--- src/rtl/order_ingress_sched_pkg.sv ---
// Shared order/trade word layout and scheduler state encodings for the order ingress path.
package order_ingress_sched_pkg;

    localparam int ORDER_W   = 32;
    localparam int PRICE_MSB = 31;
    localparam int PRICE_LSB = 16;
    localparam int SIDE_BIT  = 15;
    localparam int ID_BIT    = 14;
    localparam int QTY_MSB   = 13;
    localparam int QTY_LSB   = 0;
    localparam int QTY_W     = QTY_MSB - QTY_LSB + 1;

    localparam int ST_W = 3;
    localparam logic [ST_W-1:0] ST_IDLE      = 3'd0;
    localparam logic [ST_W-1:0] ST_ISSUE     = 3'd1;
    localparam logic [ST_W-1:0] ST_WAIT_ACK  = 3'd2;
    localparam logic [ST_W-1:0] ST_WAIT_DONE = 3'd3;
    localparam logic [ST_W-1:0] ST_GAP       = 3'd4;

endpackage

--- src/rtl/order_ingress_sched_fifo.sv ---
// Per-channel order buffer: count-based full/empty, push ignored when full, pop ignored when empty.
module order_fifo #(
    parameter int WIDTH = 32,
    parameter int DEPTH = 8
) (
    input  logic             clk,
    input  logic             rst_n,
    input  logic             push,
    input  logic [WIDTH-1:0] din,
    input  logic             pop,
    output logic [WIDTH-1:0] dout,
    output logic             full,
    output logic             empty
);

    localparam int AW = (DEPTH > 1) ? $clog2(DEPTH) : 1;
    localparam logic [AW:0] FULL_CNT = (AW+1)'(DEPTH);

    logic [WIDTH-1:0] mem [DEPTH];
    logic [AW-1:0]    wr_ptr;
    logic [AW-1:0]    rd_ptr;
    logic [AW:0]      count;
    logic             do_push;
    logic             do_pop;

    assign full    = (count == FULL_CNT);
    assign empty   = (count == '0);
    assign do_push = push && !full;
    assign do_pop  = pop && !empty;
    assign dout    = mem[rd_ptr];

    always_ff @(posedge clk) begin
        if (do_push) begin
            mem[wr_ptr] <= din;
        end
    end

    always_ff @(posedge clk or negedge rst_n) begin
        if (!rst_n) begin
            wr_ptr <= '0;
            rd_ptr <= '0;
            count  <= '0;
        end else begin
            if (do_push) wr_ptr <= wr_ptr + AW'(1);
            if (do_pop)  rd_ptr <= rd_ptr + AW'(1);
            case ({do_push, do_pop})
                2'b10:   count <= count + (AW+1)'(1);
                2'b01:   count <= count - (AW+1)'(1);
                default: count <= count;
            endcase
        end
    end

endmodule

--- src/rtl/order_ingress_sched.sv ---
// Multi-channel order ingress: per-channel FIFOs, round-robin pick, paced single-order handshake
// to the matching engine, plus free-running trade/order statistics.
module order_ingress_sched
    import order_ingress_sched_pkg::*;
#(
    parameter int NUM_CH      = 4,
    parameter int FIFO_DEPTH  = 8,
    parameter int ACK_TIMEOUT = 1023
) (
    input  logic                      clk,
    input  logic                      rst_n,
    input  logic [NUM_CH-1:0]         ch_valid,
    input  logic [NUM_CH*ORDER_W-1:0] ch_data,
    output logic [NUM_CH-1:0]         ch_ready,
    output logic                      eng_valid,
    output logic [ORDER_W-1:0]        eng_data,
    input  logic                      eng_busy,
    input  logic                      trade_valid,
    input  logic [ORDER_W-1:0]        trade_info,
    output logic [31:0]               stat_sent,
    output logic [31:0]               stat_trades,
    output logic [31:0]               stat_trade_qty,
    output logic [31:0]               stat_dropped,
    output logic                      err_timeout
);

    localparam int unsigned NCH = NUM_CH;
    localparam int CW = $clog2(NUM_CH);
    localparam int TW = $clog2(ACK_TIMEOUT + 1);
    localparam logic [CW:0]   NCH_W   = (CW+1)'(NUM_CH);
    localparam logic [CW:0]   LAST_CH = (CW+1)'(NUM_CH - 1);
    localparam logic [TW-1:0] TO_VAL  = TW'(ACK_TIMEOUT);

    logic [ST_W-1:0]    state;
    logic [CW-1:0]      rr_ptr;
    logic [CW-1:0]      grant_idx;
    logic [CW-1:0]      next_ptr;
    logic [CW:0]        cand;
    logic [TW-1:0]      timer;
    logic [ORDER_W-1:0] issue_q;
    logic [ORDER_W-1:0] head;
    logic [NUM_CH-1:0]  fifo_full;
    logic [NUM_CH-1:0]  fifo_empty;
    logic [NUM_CH-1:0]  fifo_pop;
    logic [ORDER_W-1:0] fifo_dout [NUM_CH];
    logic               any_ne;
    logic               pop_en;
    logic               unused_trade_bits;

    for (genvar i = 0; i < NUM_CH; i++) begin : g_ch
        order_fifo #(
            .WIDTH (ORDER_W),
            .DEPTH (FIFO_DEPTH)
        ) u_fifo (
            .clk   (clk),
            .rst_n (rst_n),
            .push  (ch_valid[i]),
            .din   (ch_data[ORDER_W*i +: ORDER_W]),
            .pop   (fifo_pop[i]),
            .dout  (fifo_dout[i]),
            .full  (fifo_full[i]),
            .empty (fifo_empty[i])
        );
    end

    assign ch_ready = ~fifo_full;

    // First non-empty channel at or after rr_ptr, wrapping.
    always_comb begin
        any_ne    = 1'b0;
        grant_idx = '0;
        cand      = '0;
        for (int unsigned k = 0; k < NCH; k++) begin
            cand = {1'b0, rr_ptr} + (CW+1)'(k);
            if (cand >= NCH_W) cand = cand - NCH_W;
            if (!any_ne && !fifo_empty[cand[CW-1:0]]) begin
                any_ne    = 1'b1;
                grant_idx = cand[CW-1:0];
            end
        end
    end

    assign head     = fifo_dout[grant_idx];
    assign next_ptr = ({1'b0, grant_idx} == LAST_CH) ? '0 : grant_idx + CW'(1);
    assign pop_en   = (state == ST_IDLE) && !eng_busy && any_ne;
    assign fifo_pop = pop_en ? (NUM_CH'(1) << grant_idx) : '0;

    assign eng_valid = (state == ST_ISSUE);
    assign eng_data  = issue_q;

    always_ff @(posedge clk or negedge rst_n) begin
        if (!rst_n) begin
            state        <= ST_IDLE;
            rr_ptr       <= '0;
            timer        <= '0;
            issue_q      <= '0;
            stat_sent    <= '0;
            stat_dropped <= '0;
            err_timeout  <= 1'b0;
        end else begin
            case (state)
                ST_IDLE: begin
                    if (pop_en) begin
                        rr_ptr <= next_ptr;
                        // Zero-qty orders burn the slot but leave eng_data untouched.
                        if (head[QTY_MSB:QTY_LSB] == '0) begin
                            stat_dropped <= stat_dropped + 32'd1;
                        end else begin
                            issue_q <= head;
                            state   <= ST_ISSUE;
                        end
                    end
                end
                ST_ISSUE: begin
                    stat_sent <= stat_sent + 32'd1;
                    timer     <= '0;
                    state     <= ST_WAIT_ACK;
                end
                ST_WAIT_ACK: begin
                    if (eng_busy) begin
                        timer <= '0;
                        state <= ST_WAIT_DONE;
                    end else if (timer == TO_VAL) begin
                        timer       <= '0;
                        err_timeout <= 1'b1;
                        state       <= ST_IDLE;
                    end else begin
                        timer <= timer + TW'(1);
                    end
                end
                ST_WAIT_DONE: begin
                    if (!eng_busy) state <= ST_GAP;
                end
                ST_GAP:  state <= ST_IDLE;
                default: state <= ST_IDLE;
            endcase
        end
    end

    always_ff @(posedge clk or negedge rst_n) begin
        if (!rst_n) begin
            stat_trades    <= '0;
            stat_trade_qty <= '0;
        end else if (trade_valid) begin
            stat_trades    <= stat_trades + 32'd1;
            stat_trade_qty <= stat_trade_qty + 32'(trade_info[QTY_MSB:QTY_LSB]);
        end
    end

    assign unused_trade_bits = ^trade_info[ORDER_W-1:QTY_MSB+1];

endmodule
--- config.mk ---
export PLATFORM = sky130hd
export DESIGN_NAME = order_ingress_sched
export DESIGN_NICKNAME = d
export VERILOG_FILES = /design/src/rtl/order_ingress_sched_pkg.sv /design/src/rtl/order_ingress_sched_fifo.sv /design/src/rtl/order_ingress_sched.sv
export SDC_FILE = /design/constraint.sdc
export NUM_CORES = 1
export LEC_CHECK = 0
export BUFFER_PORTS_ARGS = -buffer_cell sky130_fd_sc_hd__buf_4
export CAP_MARGIN = 0
export CORE_AREA = 2 2 336 470
export DETAILED_ROUTE_END_ITERATION = 8
export DIE_AREA = 0 0 338 472
export HOLD_SLACK_MARGIN = 0.03
export PLACE_DENSITY = 0.58
export SLEW_MARGIN = 30
export SYNTH_ARGS = -nofsm -noshare
export SYNTH_HDL_FRONTEND = slang
export SYNTH_HIERARCHICAL = 1
export SYNTH_SLANG_ARGS = --single-unit
--- constraint.sdc ---
create_clock -name clk -period 13 [get_ports clk]
set_clock_uncertainty 0.15 [all_clocks]
set_input_delay 3.25 -clock clk [delete_from_list [all_inputs] [get_ports clk]]
set_output_delay 3.25 -clock clk [all_outputs]
set_load 0.01 [all_outputs]
# Word level (Yosys, flattened, before mapping)
# Memory sizes are Yosys's and may differ from the RTL's.
# Index checks and enable logic that the tools add are counted.
dict set report word_totals {
  ff_bits 216
  ram_bits 1024
  input_bits 168
  out_inout_bits 166
  wordCells 178
  n_memories 4
}
dict set report classes {
  addsub 29
  n_lt_le_gt_ge 9
  eq_ne 21
  n_shift 1
  muxes 46
  bitwise_logic 4
  reduce_logical 43
}
# memory words word_bits rd rd_clocked_by_memory_dff wr line_no
set memory_table {}
lappend memory_table {{g_ch[0].u_fifo.mem} 8 32 1 0 1 order_ingress_sched_fifo.sv:19} ;# logic [WIDTH-1:0] mem [DEPTH];
lappend memory_table {{g_ch[1].u_fifo.mem} 8 32 1 0 1 order_ingress_sched_fifo.sv:19}
lappend memory_table {{g_ch[2].u_fifo.mem} 8 32 1 0 1 order_ingress_sched_fifo.sv:19}
lappend memory_table {{g_ch[3].u_fifo.mem} 8 32 1 0 1 order_ingress_sched_fifo.sv:19}
# operator count
set ops {}
lappend ops {{$add 32x1->32 const B} 3}
lappend ops {{$bmux 32 s2} 1}
lappend ops {{$mux 32} 2}
lappend ops {{$add 32x14->32} 1}
lappend ops {{$pmux 4 s2} 4}
lappend ops {{$add 3x1->3 const B} 8}
lappend ops {{$mux 10} 2}
lappend ops {{$pmux 10 s2} 1}
lappend ops {{$mux 2} 9}
lappend ops {{$add 4x1->4 const B} 4}
lappend ops {{$eq 4x4->1 const B} 4}
lappend ops {{$logic_not 4->1} 4}
lappend ops {{$mux 1} 16}
lappend ops {{$sub 4x1->4 const B} 4}
lappend ops {{$mux 3} 5}
lappend ops {{$logic_not 1->1} 14}
lappend ops {{$logic_not 14->1} 1}
lappend ops {{$logic_and 1x1->1} 13}
lappend ops {{$ge 3x3->1 const B} 4}
lappend ops {{$lt 2x3->1 const B} 4}
lappend ops {{$pmux 3 s4} 1}
lappend ops {{$add 10x1->10 const B} 1}
lappend ops {{$eq 10x10->1 const B} 1}
lappend ops {{$eq 2x2->1 const B} 5}
lappend ops {{other kinds (21)} 41}

# Depth between registers and ports, before layout
# Gate-level depths: netlist of run 1.
dict set report depth {
  word_depth 22
  mapped_depth 18
  ltp_nobuf 14
}

# Modules after synthesis
# The synthesis of run 1 kept the hierarchy.
# mod instances cells_each area_per_inst_um2 seq_area_each_um2
set modules_own_cells {}
lappend modules_own_cells {{order_fifo (g_ch[0].u_fifo ...)} 3 437 10372.4 7937.6}
lappend modules_own_cells {{order_fifo (g_ch[3].u_fifo)} 1 437 10296.1 7937.6}
lappend modules_own_cells {order_ingress_sched 1 985 9529.1 4404.2}

# Worst setup path before layout of run 1
# No wires, ideal clock.
dict set report synth_timing {
  path_kind {input to register}
  from {input ch_valid[3]}
  to {memory g_ch[3].u_fifo.mem[0][0], enable pin}
  setup_ns 0.461
  t_arrival_ns 5.593
  t_required_ns 12.389
  path_slack_ns 6.796
  path_stages 2
  n_path_buf 0
  path_cell_list {nand3b_1 nor3_1}
}
dict set report synth_via {
  elab_chain_cells 3
}
# element line_no
set synth_rtl {}
lappend synth_rtl {{start, declared} order_ingress_sched.sv:12} ;# input logic [NUM_CH-1:0] ch_valid,
lappend synth_rtl {{$logic_and 1x1->1} order_ingress_sched_fifo.sv:28} ;# assign do_push = push && !full;
lappend synth_rtl {{$mux 1} order_ingress_sched_fifo.sv:33} ;# if (do_push) begin
lappend synth_rtl {{$mux 1 (implied by the code)} order_ingress_sched_fifo.sv:34} ;# mem[wr_ptr] <= din;
lappend synth_rtl {{end, declared} order_ingress_sched_fifo.sv:19}
# Every way passes these cells.

# Worst setup path after layout of run 1
dict set report layout_timing {
  from {input eng_busy}
  to {register g_ch[3].u_fifo.count[3]}
}
dict set report layout_via {
  elab_chain_cells 7
  elab_cells_between_ends 9
  classes_between {2 x eq/ne; 2 x mux; 5 x reduce/logical}
}
# element line_no
set layout_rtl {}
lappend layout_rtl {{start, declared} order_ingress_sched.sv:17} ;# input logic eng_busy,
lappend layout_rtl {{$logic_not 1->1 (*)} -}
lappend layout_rtl {{$logic_and 1x1->1 (*) (2 in series)} order_ingress_sched.sv:85} ;# assign pop_en = (state == ST_IDLE) && !eng_busy && any_ne;
lappend layout_rtl {{$mux 4 (*)} order_ingress_sched.sv:86} ;# assign fifo_pop = pop_en ? (NUM_CH'(1) << grant_idx) : '0;
lappend layout_rtl {{named net fifo_pop[3]} order_ingress_sched.sv:44} ;# logic [NUM_CH-1:0] fifo_pop;
lappend layout_rtl {{$logic_and 1x1->1 (*)} order_ingress_sched_fifo.sv:29} ;# assign do_pop = pop && !empty;
lappend layout_rtl {{named net g_ch[3].u_fifo.do_pop} order_ingress_sched_fifo.sv:24} ;# logic do_pop;
lappend layout_rtl {{$eq 2x1->1 or $eq 2x2->1 (tied branches)} order_ingress_sched_fifo.sv:46} ;# case ({do_push, do_pop})
lappend layout_rtl {{$pmux 4 s2 or $reduce_bool 2->1 (tied branches)} -}
lappend layout_rtl {{end signal, assigned} order_ingress_sched_fifo.sv:47} ;# 2'b10: count <= count + (AW+1)'(1);
lappend layout_rtl {{end signal, assigned} order_ingress_sched_fifo.sv:48} ;# 2'b01: count <= count - (AW+1)'(1);
lappend layout_rtl {{end signal, assigned} order_ingress_sched_fifo.sv:49} ;# default: count <= count;
lappend layout_rtl {{end, declared} order_ingress_sched_fifo.sv:22} ;# logic [AW:0] count;
# Mark *: on every way through the listed nets, which the timed path passes. The rest lies on a longest branch.
# A chain may end at the register's enable or synchronous reset.

==> impl_metrics.yaml, run 1 <==
run_status:
  status: "completed"
finish:
  fin_area_um2: 60000
  area_growth_pct: 17.8
  final_util: 0.387
  layout-drive-gt1-share: 0.295
  final_nets: 3326
  multi_input_area_um2: 14100
  regArea_um2: 36200
  filler_cell_count: 14200
drt:
  drt_iter0_drc: 2061
  vias: 26300
  drcViolationCount: 0
  routed_wl_mm: 126
  drtPass1Iterations: 5
  routedWlPerCell_um: 23.8
  via_per_inst: 4.96
  ant_nets: 0
timing:
  fin_tns_setup_ps: 0
  grt_setup_unrepaired: "no"
  setup_viol: 0
  max_freq_mhz: 177
  slew_headroom: 0.359
  min_period_ps: 5660
  maxSlewViolCount: 0
  hold_viol: 0
  fin_crit_sh: 0.436
  worstMarginPinSlew_ps: 962
cts:
  hold_buffers: 0
  tritoncts: "yes"
  postCtsSetupBuffers: 0
  clk_latency_ps: 780
  path_clk_slew_ps: 60
  numCtsBuffers: 121
  cts_root_buf: "clkbuf_16"
  cts.sinks: 1240
  clockBufferDepth: 3
  htreeDepth: 3
  postCtsResizedCells: 0
critical_path:
  worstPathArrival_ps: 6140
  crit_fanout: 12
  crit_top_cell: "ha_1"
  crit_path_end_kind: "flip-flop"
  worstPathRequired_ps: 13480
  cp.buffers_inverters: 2
  cp_slowest_stage_delay_ps: 670
  critPathLaunchType: "input pin"
  timing_worst_setup_path_type: "in2reg"
  cp_cell_sequence: "buf_4, nor2_1, and3_1, and2_1, o41ai_2, inv_2, ha_1, ha_1, or4b_1, o311ai_0, o211ai_1"
  cp_top_family: "simple AND/OR/NAND/NOR gates"
  crit_slowest_cell: "and3_1"
synth:
  syn_area_um2: 50900
  synthCells: 2733
  yosys-top-cells-area: "edfxtp_1 (60%), dfrtp_1 (11%), mux4_2 (8.0%)"
  syn_nets: 2948
  yosys.area.top_type_share: 0.604
  synth_seq_area_share: 0.710
  synth_async_sr_flop_share: 0.174
  syn_avg_cell_area_um2: 18.6
  synth_edf_count: 1024
  synth_area_leader_cell: "edfxtp_1"
  ys_warn_count: 6
  synth-main-ff-cell: "edfxtp_1"
  ys_types: 68
  ys_ff_latch: 1240
global_routing:
  track_usage: 0.156
  grt-ovfl-total: 0
  antenna_found_initial: 38
  grt_pass1_vias: 26800
  grt_pass1_wl_mm: 182
  grt_max_degree: 122
power_and_ir_drop:
  p_total_mw: 13.1
  p_leak_nw: 21.1
  max-vdd-ir-drop_mv: 0.135
  power_density_nw_per_um2: 218
floorplanning:
  die_x_um: 338
  initial_core_util: 0.328
  std_cell_rows: 171
  die_height_um: 472
  die_area_um2: 160000
  io_pins: 334
  coreArea_um2: 155000
place:
  placed_area_um2: 55800
  hpwlAfterDp_mm: 79.3
  globalplace.congestion: 0.784
  portBuffers: 315
worst_hold_path:
  min_path_type: "reg2reg"
flow_run:
  max-cap-violations: 0
## registers in the layout, summed over array words and instances (netlist names)
| register | count |
|---|---|
| g_ch.u_fifo/mem | 1024 |
| eng_data | 32 |
| stat_dropped | 32 |
| stat_sent | 32 |
| stat_trade_qty | 32 |
| stat_trades | 32 |
| g_ch.u_fifo/count | 16 |
| g_ch.u_fifo/rd_ptr | 12 |
| g_ch.u_fifo/wr_ptr | 12 |
| timer | 10 |
| state | 3 |
| rr_ptr | 2 |
| err_timeout | 1 |
## kinds of logic (layout without fill, tap and decap cells)
group | count (synthesis) | after routing | synth area share
muxes | 444 | 444 | 0.160
other | 0 | 1 | 0
AOI/OAI and AO/OA | 153 | 153 | 0.0206
buffers and inverters | 167 | 652 | 0.0188
xor gates and xnor gates | 148 | 148 | 0.0254
adders and majority gates | 47 | 47 | 0.0123
and+or+nand+nor | 534 | 534 | 0.0531
DFF | 1240 | 1240 | 0.710
## layout by cell type (no fill, tap or decap), drive strengths merged, types with 5 or more instances in the layout
cell         n
a211oi      19
a21oi       25
a31oi       19
and2        13
and3        65
and4         6
buf        370
bufinv      16
clkbuf     158
clkinv      46
clkinvlp     7
dfrtp      216
edfxtp    1024
fa           5
ha          42
inv         55
mux2       180
mux2i        8
mux4       256
nand2      165
nand2b      13
nand3       85
nand3b       5
nand4       25
nor2        72
nor2b        5
nor3        42
nor3b       12
nor4        10
o211ai      10
o21ai       40
o22ai        5
o41ai        5
or4b         8
xnor2       90
xor2        58
## through the flow
| stage | hold WS (ps) | setup slack [ps] | cells |
|---|---|---|---|
| 2_1_floorplan | 311 | 6800 | 2733 |
| 3_3_place_gp | 314 | 6590 | 5063 |
| 3_5_place_dp | 317 | 6570 | 5063 |
| 4_1_cts | 329 | 7350 | 5293 |
| 5_1_grt | 345 | 7170 | 5294 |
| 6_report | 324 | 7340 | 5295 |
## Yosys cell counts, drive strengths merged, types with 5 or more instances
library cell  instances
a211oi               19
a21oi                25
a31oi                19
and2                 13
and3                 65
and4                  6
buf                  69
clkbuf               46
dfrtp               216
edfxtp             1024
fa                    5
ha                   42
inv                  52
mux2                180
mux2i                 8
mux4                256
nand2               165
nand2b               13
nand3                85
nand3b                5
nand4                25
nor2                 72
nor2b                 5
nor3                 42
nor3b                12
nor4                 10
o211ai               10
o21ai                40
o22ai                 5
o41ai                 5
or4b                  8
xnor2                90
xor2                 58
## worst reg2reg max path, cell delays in order, from the launching register on
cell      delay, ps
dfrtp_1         470
nor4_2          730
nor2b_1         220
a211o_1         100
and3_1          140
buf_4           430
inv_2           430
a211oi_1        610
o22ai_1         200
or4_1           560
buf_4           270
o21ai_4         220
buf_4           510
mux2_1          480
## routing by layer
layer | vias up | wire [µm] | track usage
li1 | 11700 | - | -
met1 | 13600 | 51200 | 0.197
met2 | 723 | 59000 | 0.246
met3 | 224 | 11900 | 0.0569
met4 | 68 | 3530 | 0.0530
met5 | - | 418 | 0
## path summary, 6_finish.rpt
path,startpoint,endpoint,slack [ps],cells after the start
setup / recovery,eng_busy,g_ch[3].u_fifo/count[3]$_DFFE_PN0P_,7340,11
hold / removal,stat_sent[31]$_DFFE_PN0P_,stat_sent[31]$_DFFE_PN0P_,320,1
setup reg to reg,g_ch[0].u_fifo/count[0]$_DFFE_PN0P_,eng_data[28]$_DFFE_PN0P_,7370,13
hold reg to reg,stat_sent[31]$_DFFE_PN0P_,stat_sent[31]$_DFFE_PN0P_,320,1
max in group asynchronous,rst_n,g_ch[1].u_fifo/rd_ptr[0]$_DFFE_PN0P_,8150,4
min in group asynchronous,rst_n,stat_sent[5]$_DFFE_PN0P_,2190,1
## power breakdown
| group | internal (mW) | switching [mW] | leakage (nW) | total [mW] |
|---|---|---|---|---|
| combinational | 1.72 | 2.30 | 7.00 | 4.01 |
| sequential | 4.99 | 0.410 | 12.1 | 5.40 |
| clock | 2.09 | 1.56 | 2.00 | 3.65 |
| total | 8.80 | 4.27 | 21.1 | 13.1 |
## cell type report
cell class / instances / share of cell area
clock inverter: 72 / 0.0155
timing repair buffer: 370 / 0.0468
clock buffer: 158 / 0.0541
antenna: 1 / 0.0000417
inverter: 52 / 0.00325
multi-input combinational: 1326 / 0.234
tap: 2076 / 0.0433
sequential: 1240 / 0.603
Note: power is estimated with default switching activity, not from simulation.
==> run 2, diff against run 1 <==
Clock period 13 ns to 5.81 ns, I/O delays scaled along.
==> run 2 against run 1 <==
Compared with the run above:
- sequential share of layout area is essentially flat
- core utilization barely moved
- hold slack hardly changed
- sequential power up 130%
- worst setup slack worse by 6400 ps
- register-to-register slack worse by 6400 ps
- total power is 120% higher
- clock-buffer cell count grew 5
- final cell count grew 0.40%
- first-iteration DRC count down 9.4%
- wire length is 0.53% lower
- critical path depth shrank 2
- largest cell class unchanged
==> impl_metrics.yaml, run 2 (synthesized netlist as in run 1, its figures left out) <==
worst_hold_path:
  min_path_type: "reg2reg"
global_routing:
  grt-ovfl-total: 0
  grt_util_met1: 0.198
  grtUsageMet2: 0.248
  grt_pass1_wl_mm: 181
  met3_usage: 0.0526
  track_usage: 0.155
  grt_max_degree: 106
  busiest_layer: "met2"
  grt_pass1_vias: 26700
  antenna_found_initial: 36
timing:
  worstMarginPinSlew_ps: 922
  fin_crit_sh: 0.839
  fin_tns_setup_ps: 0
  maxSlewViolCount: 0
  hold_viol: 0
  slew_headroom: 0.385
  setup_viol: 0
  min_period_ps: 4880
  max_freq_mhz: 205
  grt_setup_unrepaired: "no"
  final.setup.worst_slack_ps: 934
finish:
  regMostFlops: "g_ch.u_fifo/mem"
  largest_register_ffs: 1024
  final_common_cell: "edfxtp_1"
  final_cell_mix: "edfxtp_1 (1,024), buf_4 (390), dfrtp_1 (208)"
  layout-drive-gt1-share: 0.297
  final_nets: 3349
  area_growth_pct: 17.8
drt:
  routed_wl_mm: 125
  via_per_inst: 4.97
  routedWlPerCell_um: 23.6
  ant_nets: 0
  drcViolationCount: 0
  drtPass1Iterations: 7
  vias: 26400
  drt_iter0_drc: 1868
place:
  place_ws_ps: 938
  globalplace.congestion: 0.783
  portBuffers: 315
  hpwlAfterDp_mm: 82.7
cts:
  path_clk_slew_ps: 60
  postCtsSetupBuffers: 0
  cts_root_buf: "clkbuf_16"
  clk_latency_ps: 800
  hold_buffers: 0
  numCtsBuffers: 120
  cts.sinks: 1240
  postCtsResizedCells: 0
  htreeDepth: 3
  clockBufferDepth: 3
  tritoncts: "yes"
critical_path:
  worstPathRequired_ps: 6320
  crit_path_end_kind: "flip-flop"
  timing_worst_setup_path_type: "reg2reg"
  critPathLaunchType: "flip-flop"
  worstPathArrival_ps: 5390
  crit_fanout: 38
floorplanning:
  coreArea_um2: 155000
  die_height_um: 472
  io_pins: 334
  initial_core_util: 0.328
  die_x_um: 338
  die_area_um2: 160000
  std_cell_rows: 171
run_status:
  status: "completed"
power_and_ir_drop:
  max-vdd-ir-drop_mv: 0.306
  power_density_nw_per_um2: 482
  p_leak_nw: 21.1
  p_total_mw: 28.9
flow_run:
  max-cap-violations: 0
run 2: worst paths after layout:
kind,start,slack [ps],cells after the start,endpoint
setup / recovery,g_ch[1].u_fifo/rd_ptr[0]$_DFFE_PN0P_,930,9,stat_dropped[18]$_DFFE_PN0P_
hold / removal,stat_trade_qty[31]$_DFFE_PN0P_,320,1,stat_trade_qty[31]$_DFFE_PN0P_
setup reg to reg,g_ch[1].u_fifo/rd_ptr[0]$_DFFE_PN0P_,930,9,stat_dropped[18]$_DFFE_PN0P_
hold reg to reg,stat_trade_qty[31]$_DFFE_PN0P_,320,1,stat_trade_qty[31]$_DFFE_PN0P_
max in group asynchronous,rst_n,3770,2,stat_trade_qty[10]$_DFFE_PN0P_
min in group asynchronous,rst_n,620,1,stat_sent[7]$_DFFE_PN0P_
run 2: final cells by class:
cell class	instances	area, µm²
Inverter	52	198
Tap cell	2076	2600
Sequential cell	1240	36200
Clock buffer	163	3230
Antenna cell	3	7.51
Timing Repair Buffer	394	3010
Clock inverter	62	739
Multi-Input combinational cell	1326	14100
Fill cell	14200	95100
run 2: metrics by stage:
stage	cells	cell area (µm²)	hold WS, ps	utilization
finish	5316	60000	324	0.387
CTS	5313	60000	330	0.387
global route	5314	60000	348	0.387
detailed placement	5088	56100	318	0.361
floorplan	2733	50900	311	-
global placement	5087	56000	313	0.361
run 2: power breakdown:
part	leakage, nW	internal, mW	total (mW)	switching [mW]
clock	1.90	4.37	7.79	3.42
sequential	12.1	11.2	12.2	1.06
combinational	7.14	3.92	8.91	5.00
run 2: per-layer routing:
metal / vias to the layer above / share of wire
li1: 11700 / -
met1: 13700 / 0.41
met2: 760 / 0.47
met3: 209 / 0.091
met4: 54 / 0.028
met5: - / 0.0026
run 2: critical path, cell delays in order, from the launching register on:
cell and delay (ps):
dfrtp_4 880, buf_4 330, mux4_1 580, mux2_2 340, o21ai_0 100, nand3_1 110, a22oi_1 730, nand4_1 810
nor3_1 450, xor2_1 180
==> run 3, diff against run 2 <==
Settings changed: PLACE_DENSITY 0.58 to 0.6.
Clock period 5.81 ns to 4.3 ns, I/O delays scaled along.
==> run 3 against run 2 <==
Compared with the run above:
- maximum frequency is 17% higher
- worst setup slack worse by 800 ps
- sequential power is 33% higher
- global-route usage is 0.10 points higher
- clock power is 36% higher
- critical path type unchanged
- largest cell class unchanged
- largest power group unchanged
==> impl_metrics.yaml, run 3 (synthesized netlist as in run 1, its figures left out) <==
drt:
  via_per_inst: 4.97
  routed_wl_mm: 126
  wl_met3_mm: 11.2
  drcViolationCount: 0
  vias: 26600
  ant_nets: 0
  routed.top_layer: "met5"
  wl_met1_mm: 50.8
  drtPass1Iterations: 6
  routedWlPerCell_um: 23.5
  drt_iter0_drc: 1927
  route.met2.wl_mm: 58.9
place:
  globalplace.congestion: 0.804
  hpwlAfterDp_mm: 84.5
  portBuffers: 315
  dp.cells: 5136
timing:
  min_period_ps: 4160
  fin_crit_sh: 0.968
  slew_headroom: 0.463
  max_freq_mhz: 240
  maxSlewViolCount: 0
  fin_tns_setup_ps: 0
  worstMarginPinSlew_ps: 806
  hold_viol: 0
  grt_setup_unrepaired: "no"
  setup_viol: 0
floorplanning:
  io_pins: 334
  die_x_um: 338
  die_height_um: 472
  die_area_um2: 160000
  initial_core_util: 0.328
  std_cell_rows: 171
  coreArea_um2: 155000
power_and_ir_drop:
  p_leak_nw: 21.4
  p_total_mw: 39.6
  max-vdd-ir-drop_mv: 0.499
  power_density_nw_per_um2: 654
critical_path:
  critPathLaunchType: "flip-flop"
  crit_path_end_kind: "flip-flop"
  worstPathRequired_ps: 4770
  crit_fanout: 33
  worstPathArrival_ps: 4630
  timing_worst_setup_path_type: "reg2reg"
finish:
  final_nets: 3396
  final_cell_mix: "edfxtp_1 (1,024), buf_4 (430), dfrtp_1 (208)"
  stdcell_count: 5363
  filler_cell_count: 14100
  area_growth_pct: 18.8
  layout-drive-gt1-share: 0.312
  regMostFlops: "g_ch.u_fifo/mem"
  final_common_cell: "edfxtp_1"
  largest_register_ffs: 1024
  final_util: 0.390
cts:
  tritoncts: "yes"
  htreeDepth: 3
  numCtsBuffers: 119
  clockBufferDepth: 3
  cts.sinks: 1240
  clk_latency_ps: 770
  path_clk_slew_ps: 60
  cts_root_buf: "clkbuf_16"
global_routing:
  grt_pass1_vias: 27100
  grt-ovfl-total: 0
  grt_max_degree: 90
  grt_pass1_wl_mm: 183
  antenna_found_initial: 37
  track_usage: 0.156
run_status:
  status: "completed"
flow_run:
  max-cap-violations: 0
worst_hold_path:
  min_path_type: "in2async"
-- run 3: cell types whose count changed in the layout (fill, tap and decap cells not counted), sizes merged --
cell / previous run / this run
inv: 53 / 58
clkbuf: 163 / 157
bufinv: 10 / 11
clkinv: 45 / 44
buf: 394 / 442
-- run 3: routing by layer --
layer / track usage / vias up
met5: 0 / -
met4: 0.0648 / 60
met3: 0.0512 / 232
met2: 0.248 / 770
met1: 0.197 / 13800
li1: - / 11800
-- run 3: worst max-delay path: stages, from the launching register on --
cell and delay, ps:
dfrtp_1 460, nor4_2 230, buf_4 200, nor2b_4 50
o221a_2 280, nor2_4 120, clkinv_2 320, a211oi_1 520
o22ai_1 170, or4_4 660, o21ai_4 210, buf_12 270
mux2_1 350
-- run 3: path summary, 6_finish.rpt --
check / slack, ps / depth (start not counted) / start / endpoint
min in group clk: 320 / 1 / stat_sent[31]$_DFFE_PN0P_ / stat_sent[31]$_DFFE_PN0P_
max in group asynchronous: 2870 / 2 / rst_n / g_ch[1].u_fifo/rd_ptr[0]$_DFFE_PN0P_
hold / removal: 230 / 1 / rst_n / stat_sent[6]$_DFFE_PN0P_
hold reg to reg: 320 / 1 / stat_sent[31]$_DFFE_PN0P_ / stat_sent[31]$_DFFE_PN0P_
setup / recovery: 140 / 12 / g_ch[0].u_fifo/count[3]$_DFFE_PN0P_ / eng_data[5]$_DFFE_PN0P_
setup reg to reg: 140 / 12 / g_ch[0].u_fifo/count[3]$_DFFE_PN0P_ / eng_data[5]$_DFFE_PN0P_
-- run 3: power by group --
| group | total (mW) | internal [mW] | switching [mW] |
|---|---|---|---|
| clock network | 10.6 | 5.96 | 4.66 |
| logic | 12.7 | 5.63 | 7.12 |
| registers | 16.2 | 15.1 | 1.11 |
-- run 3: through the flow --
step	worst slack [ps]	cell area, µm²	hold WS [ps]
2_1_floorplan	68.8	51000	311
3_5_place_dp	120	56500	314
4_1_cts	110	60500	196
5_1_grt	5.45	60500	259
6_report	137	60500	228
3_3_place_gp	138	56500	318
-- run 3: final cells by class --
cell class                 instances  area (µm²)  share of cell area
sequential                      1240       36200               0.598
timing repair buffer             442        3460              0.0572
antenna                            3        7.51            0.000124
clock inverter                    67         790              0.0130
multi-input combinational       1326       14100               0.233
inverter                          52         196             0.00325
tap                             2076        2600              0.0429
clock buffer                     157        3200              0.0529
-- run 3: timing repair --
action | 4_1_cts | 5_1_grt
resized for setup | 0 | 3
setup endpoints to repair | 0 | 35
endpoints found under the hold margin | 0 | 0
hold buffers | 0 | 0
buffers inserted | 0 | 0
